### src/rtl/spi_master_if.sv
// Bundle of the transfer handshake and the four serial pins of the SPI initiator.
// The master modport is the initiator's view; slave is the requester/pin side.
interface spi_master_if #(
    parameter int WIDTH = 8
);
    logic             start;
    logic [WIDTH-1:0] tx_data;
    logic [WIDTH-1:0] rx_data;
    logic             busy;
    logic             done;
    logic             sclk;
    logic             cs_n;
    logic             mosi;
    logic             miso;

    modport master (
        input  start, tx_data, miso,
        output rx_data, busy, done, sclk, cs_n, mosi
    );

    modport slave (
        output start, tx_data, miso,
        input  rx_data, busy, done, sclk, cs_n, mosi
    );
endinterface

### src/rtl/spi_master.sv
// Mode-0, MSB-first, full-duplex SPI initiator with a programmable SCLK half-period.
// Every output is a flop; the combinational process computes next values only.
module spi_master #(
    parameter int WIDTH  = 8,
    parameter int CLKDIV = 4
) (
    input  logic          clk,
    input  logic          rst_n,
    spi_master_if.master  bus
);
    localparam int DW = $clog2(CLKDIV) + 1;
    localparam int BW = $clog2(WIDTH) + 1;

    // state | meaning
    // IDLE  | cs_n high, waiting for start
    // SETUP | cs_n low, first bit on mosi before the first rising sclk
    // HIGH  | sclk high half-period
    // LOW   | sclk low half-period between bits
    // HOLD  | last falling edge done, cs_n still low before release
    typedef enum logic [2:0] {S_IDLE, S_SETUP, S_HIGH, S_LOW, S_HOLD} state_t;

    state_t           state, state_nxt;
    logic [DW-1:0]    div_cnt, div_cnt_nxt;
    logic [BW-1:0]    bit_cnt, bit_cnt_nxt;
    logic [WIDTH-1:0] tx_shift, tx_shift_nxt;
    logic [WIDTH-1:0] rx_shift, rx_shift_nxt;
    logic [WIDTH-1:0] rx_data_q, rx_data_nxt;
    logic             sclk_q, sclk_nxt;
    logic             cs_n_q, cs_n_nxt;
    logic             mosi_q, mosi_nxt;
    logic             busy_q, busy_nxt;
    logic             done_q, done_nxt;
    logic             last_div;

    assign last_div = (div_cnt == DW'(CLKDIV - 1));

    always_ff @(posedge clk or negedge rst_n) begin
        if (!rst_n) begin
            state     <= S_IDLE;
            div_cnt   <= '0;
            bit_cnt   <= '0;
            tx_shift  <= '0;
            rx_shift  <= '0;
            rx_data_q <= '0;
            sclk_q    <= 1'b0;
            cs_n_q    <= 1'b1;
            mosi_q    <= 1'b0;
            busy_q    <= 1'b0;
            done_q    <= 1'b0;
        end else begin
            state     <= state_nxt;
            div_cnt   <= div_cnt_nxt;
            bit_cnt   <= bit_cnt_nxt;
            tx_shift  <= tx_shift_nxt;
            rx_shift  <= rx_shift_nxt;
            rx_data_q <= rx_data_nxt;
            sclk_q    <= sclk_nxt;
            cs_n_q    <= cs_n_nxt;
            mosi_q    <= mosi_nxt;
            busy_q    <= busy_nxt;
            done_q    <= done_nxt;
        end
    end

    always_comb begin
        state_nxt    = state;
        div_cnt_nxt  = div_cnt;
        bit_cnt_nxt  = bit_cnt;
        tx_shift_nxt = tx_shift;
        rx_shift_nxt = rx_shift;
        rx_data_nxt  = rx_data_q;
        sclk_nxt     = sclk_q;
        cs_n_nxt     = cs_n_q;
        mosi_nxt     = mosi_q;
        busy_nxt     = busy_q;
        done_nxt     = 1'b0;

        case (state)
            S_IDLE: begin
                if (bus.start) begin
                    tx_shift_nxt = bus.tx_data;
                    mosi_nxt     = bus.tx_data[WIDTH-1];
                    cs_n_nxt     = 1'b0;
                    busy_nxt     = 1'b1;
                    div_cnt_nxt  = '0;
                    bit_cnt_nxt  = '0;
                    state_nxt    = S_SETUP;
                end
            end
            S_SETUP, S_LOW: begin
                if (last_div) begin
                    // miso is captured on the clk edge that raises sclk
                    sclk_nxt     = 1'b1;
                    rx_shift_nxt = {rx_shift[WIDTH-2:0], bus.miso};
                    bit_cnt_nxt  = bit_cnt + 1'b1;
                    div_cnt_nxt  = '0;
                    state_nxt    = S_HIGH;
                end else begin
                    div_cnt_nxt = div_cnt + 1'b1;
                end
            end
            S_HIGH: begin
                if (last_div) begin
                    sclk_nxt    = 1'b0;
                    div_cnt_nxt = '0;
                    if (bit_cnt < BW'(WIDTH)) begin
                        tx_shift_nxt = {tx_shift[WIDTH-2:0], 1'b0};
                        mosi_nxt     = tx_shift[WIDTH-2];
                        state_nxt    = S_LOW;
                    end else begin
                        state_nxt = S_HOLD;
                    end
                end else begin
                    div_cnt_nxt = div_cnt + 1'b1;
                end
            end
            S_HOLD: begin
                if (last_div) begin
                    cs_n_nxt    = 1'b1;
                    mosi_nxt    = 1'b0;
                    rx_data_nxt = rx_shift;
                    done_nxt    = 1'b1;
                    busy_nxt    = 1'b0;
                    div_cnt_nxt = '0;
                    state_nxt   = S_IDLE;
                end else begin
                    div_cnt_nxt = div_cnt + 1'b1;
                end
            end
            default: state_nxt = S_IDLE;
        endcase
    end

    assign bus.sclk    = sclk_q;
    assign bus.cs_n    = cs_n_q;
    assign bus.mosi    = mosi_q;
    assign bus.busy    = busy_q;
    assign bus.done    = done_q;
    assign bus.rx_data = rx_data_q;
endmodule

### src/flat_wrapper.sv
// flat-port wrapper written by rule: the top's interface ports become plain ports
module spi_master_flat 
#(
    parameter int WIDTH  = 8,
    parameter int CLKDIV = 4
)
  (clk, rst_n, bus_start, bus_tx_data, bus_miso, bus_rx_data, bus_busy, bus_done, bus_sclk, bus_cs_n, bus_mosi);
  spi_master_if #(.WIDTH(WIDTH)) bus_i ();
  input  logic clk;
  input  logic rst_n;
  input wire logic [$bits(bus_i.start)-1:0] bus_start;
  input wire logic [$bits(bus_i.tx_data)-1:0] bus_tx_data;
  input wire logic [$bits(bus_i.miso)-1:0] bus_miso;
  output wire logic [$bits(bus_i.rx_data)-1:0] bus_rx_data;
  output wire logic [$bits(bus_i.busy)-1:0] bus_busy;
  output wire logic [$bits(bus_i.done)-1:0] bus_done;
  output wire logic [$bits(bus_i.sclk)-1:0] bus_sclk;
  output wire logic [$bits(bus_i.cs_n)-1:0] bus_cs_n;
  output wire logic [$bits(bus_i.mosi)-1:0] bus_mosi;
  assign bus_i.start = bus_start;
  assign bus_i.tx_data = bus_tx_data;
  assign bus_i.miso = bus_miso;
  assign bus_rx_data = bus_i.rx_data;
  assign bus_busy = bus_i.busy;
  assign bus_done = bus_i.done;
  assign bus_sclk = bus_i.sclk;
  assign bus_cs_n = bus_i.cs_n;
  assign bus_mosi = bus_i.mosi;
  spi_master #(.WIDTH(WIDTH), .CLKDIV(CLKDIV)) u_core (.clk(clk), .rst_n(rst_n), .bus(bus_i));
endmodule
### config.mk
export PLATFORM = sky130hd
export DESIGN_NAME = spi_master_flat
export DESIGN_NICKNAME = d
export VERILOG_FILES = /design/src/rtl/spi_master_if.sv /design/src/rtl/spi_master.sv /design/src/flat_wrapper.sv
export SDC_FILE = /design/constraint.sdc
export NUM_CORES = 1
export LEC_CHECK = 0
export ABC_AREA = 0
export ABC_CLOCK_PERIOD_IN_PS = 1800
export CAP_MARGIN = 30
export CORE_MARGIN = 5
export CORE_UTILIZATION = 36
export DETAILED_ROUTE_END_ITERATION = 10
export PLACE_DENSITY = 0.58
export SLEW_MARGIN = 5
export SYNTH_ARGS = -nofsm -noshare
export SYNTH_HDL_FRONTEND = slang
export SYNTH_SLANG_ARGS = --single-unit
export TNS_END_PERCENT = 30
### constraint.sdc
create_clock -name clk -period 1.8 [get_ports clk]
set_input_delay 0.18 -clock clk [delete_from_list [all_inputs] [get_ports clk]]
set_output_delay 0.18 -clock clk [all_outputs]
set_load 0.02 [all_outputs]
==> impl_metrics.ini <==
[floorplan]
top_level_ports = 25
rows = 25
core_area_um2 = 4820
die_y_um = 81.0
chipWidth_um = 81.0
floorplan.initialDensity = 0.377
floorplan.die_area_um2 = 6560

[worst_setup_path]
rr_endpoint = u_core.rx_shift[7]
cpPeakStageDelay_ns = 0.55
cp_top_family = flip-flops
worstPathCellList = nor4bb_2, buf_4, mux2_2
critical_path.startpoint_type = flip-flop
ff2ff_setup_slack_ns = 0.18
timing.reg2reg.worst_path_depth = 3
critical_path_class = flip-flop to flip-flop
cp_slowest_cell = dfrtp_1
rr_startpoint = u_core.state[0]
critical_path_peak_fanout = 14
crit_arrival_ns = 1.79
worst_setup_path_end_kind = flip-flop
worst-endpoint-required_ns = 1.97
path_buf_inv = 1

[clock_network]
cts_clk_pin_slew_worst_paths_ns = 0.08
tritoncts = done
cts_resized = 0
clockBufferDepth = 2
ctsHoldBuffers = 0
worst_skew_pair.late_latency_ns = 0.29
cts.sinks = 38
clock_tree.root_cell = clkbuf_8
ctsHtreeMaxLevel = 2
clock_buffer_count_from_cts = 5
postCtsSetupBuffers = 0

[placed_design]
place.gp.congestion = 0.775
dp_worst_setup_slack_ns = 0.122
io_buffer_count = 24
dpl.hpwl_um = 2630
postPlaceCellArea_um2 = 2180
place.detailed.instances = 241

[global_routing]
grt_total_ovfl = 0
antenna_found_initial = 0
grt_pass1_wl_um = 6650
grt_pass1_vias = 1353
global_route.usage.total = 0.132
largest_net_degree_at_the_start_of_global_routing = 39

[sta]
fin_crit_ns = 1.62
timing.final.setup_violations = 0
hold_violations = 0
final-max-slew-violation-count = 0
rsz0062_at_grt = no
finalCritPeriodShare = 0.902
final.setup.worst_slack_ns = 0.177
max_slew_headroom = 0.676
fmax_mhz = 616
max_slew.worst_pin.slew_ns = 0.487
setup-tns-final_ns = 0
skew_ns = 0.00623

[synth]
synth_warnings = 0
largest_family_of_logic_cells_by_synthesized_area = multiplexers
yosys.area.top_type = dfrtp_1
synth_adder_area_share = 0.0138
synth_area_per_cell_um2 = 12.3
synthDistinctLibCells = 45
syn-instance-count = 148
postSynthRegisterBits = 38
yosys.area_share.simple = 0.145
synth-edff-count = 0
async_reset_ff_frac = 1.00
synth_top_area_frac = 0.510
synth_top_flop_cell = dfrtp_1
yosys-mux-area-fraction = 0.167
mappedNetlistArea_um2 = 1810
synth.area.top_cells = dfrtp_1 51%, mux2_2 9.9%, mux2i_1 5.5%, and3b_1 2.9%, o2bb2ai_1 2.9%
post_synthesis_share_of_cell_area_spent_on_xor_and_xnor_gates = 0.00483
postSynthNetCount = 162
synth_area_in_compound_gates = 0.102
yosysSeqAreaShare = 0.525

[cells_and_area]
nets = 195
nFillCells = 460
n_antenna_cell = 0
finalInstanceArea_um2 = 2320
area_growth_from_synthesis_to_layout_pct = 28.0
multiInputGateArea_um2 = 791
layout.area.seq_um2 = 952
post_layout_nonfiller_instances = 249
final_layout_size_suffix_gt1_frac = 0.242

[routing]
post-route-drc-count = 0
dr_wl_met3_um = 246
number_of_violations_reported_at_the_end_of_detailed_routing_iteration_0 = 50
drtPass1Iterations = 4
dr_total_vias = 1266
highest-signal-layer = met4
detail_route.wl_per_cell_um = 14.9
drtAntennaViolNets = 0
met2WireLength_um = 1780
drt-vias-per-instance = 5.08
m1WireLength_um = 1670
postRouteWirelength_um = 3720

[power]
irDropWorstVdd_uv = 493
p_per_cell_area_nw_per_um2 = 1460
leak_pwr_uw = 0.00103

[run_status]
status = finished, final reports clean

[flow_run]
drv_cap = 0

[min_path]
worst_min_delay_path_category = input pin to asynchronous set/reset pin
-- through the flow --
stage / total power, µW / utilization / hold WS (ns)
6_report: 3400 / 0.482 / 0.315
5_1_grt: 3650 / 0.482 / 0.379
4_1_cts: 3450 / 0.482 / 0.331
3_5_place_dp: 2570 / 0.454 / 0.457
3_3_place_gp: 2520 / 0.454 / 0.456
2_1_floorplan: 2180 / - / -0.116
-- sequential cells by signal, summed over array words and instances, names as in the netlist --
register and flops:
u_core.bit_cnt 4, u_core.bus.busy 1, u_core.bus.cs_n 1, u_core.bus.done 1
u_core.bus.mosi 1, u_core.bus.rx_data 8, u_core.bus.sclk 1, u_core.div_cnt 3
u_core.rx_shift 8, u_core.state 3, u_core.tx_shift 7
-- how the worst max path moves through the flow --
stage / slack (ns) / end / start / depth (start not counted)
floorplan: 0.19 / u_core.bus.rx_data[2] / u_core.div_cnt[0] / 6
global placement: 0.14 / u_core.bit_cnt[1] / bus_start / 5
detailed placement: 0.12 / u_core.bit_cnt[3] / bus_start / 5
CTS: 0.16 / bus_cs_n / u_core.bus.cs_n / 1
global route: 0.05 / u_core.rx_shift[6] / u_core.div_cnt[1] / 4
finish: 0.18 / u_core.rx_shift[7] / u_core.state[0] / 3
-- worst register-to-register path, cell delays in order, from the launching register on --
cell      delay [ns]
dfrtp_1         0.55
nor4bb_2        0.35
buf_4           0.26
mux2_2          0.36
-- cells in the final DEF (no fill, tap or decap), drive strengths merged, types with 2 or more instances in the layout --
master,instances
nand3,3
o21ai,4
nand2,11
mux2,16
dfrtp,37
buf,12
a21oi,3
nor3b,2
o2bb2ai,6
mux2i,10
bufinv,2
clkdlybuf4s50,24
clkbuf,5
nor2b,2
nor2,7
nor4b,3
and3b,6
inv,4
ha,2
-- cell usage after synthesis, types with 2 or more instances --
cell type	number
ha_1	2
dfrtp_1	37
buf_2	5
o2bb2ai_1	6
nand3_1	2
nor3b_1	2
nand2_1	11
and3b_1	6
nor2b_1	2
inv_1	4
o21ai_0	3
mux2i_1	10
buf_6	2
nor2_1	6
clkbuf_1	2
mux2_2	16
nor4b_1	2
a21oi_1	3
-- cell type report --
type | instances | area share
Timing Repair Buffer | 36 | 0.148
Inverter | 4 | 0.00647
Clock inverter | 3 | 0.0296
Tap cell | 67 | 0.0361
Multi-Input combinational cell | 96 | 0.341
Sequential cell | 38 | 0.410
Clock buffer | 5 | 0.0296
-- report_power, final --
part           total [µW]  switching, µW  internal (µW)
Clock                 862            307            555
Sequential           1370            226           1140
Combinational        1170            549            620
Total                3400           1080           2320
-- kinds of logic after synthesis --
family / count (synthesis)
muxes: 27
DFF: 38
buffers and inverters: 14
AOI/OAI and AO/OA: 24
xor gates and xnor gates: 1
and+or+nand+nor: 42
adders and majority gates: 2
-- metal layers --
layer | global-route usage | up-vias
met2 | 0.219 | 29
met3 | 0.0421 | 2
met1 | 0.162 | 629
met5 | 0 | -
li1 | - | 606
met4 | 0.0456 | 0
No activity file was read; power rests on OpenSTA's default activity.
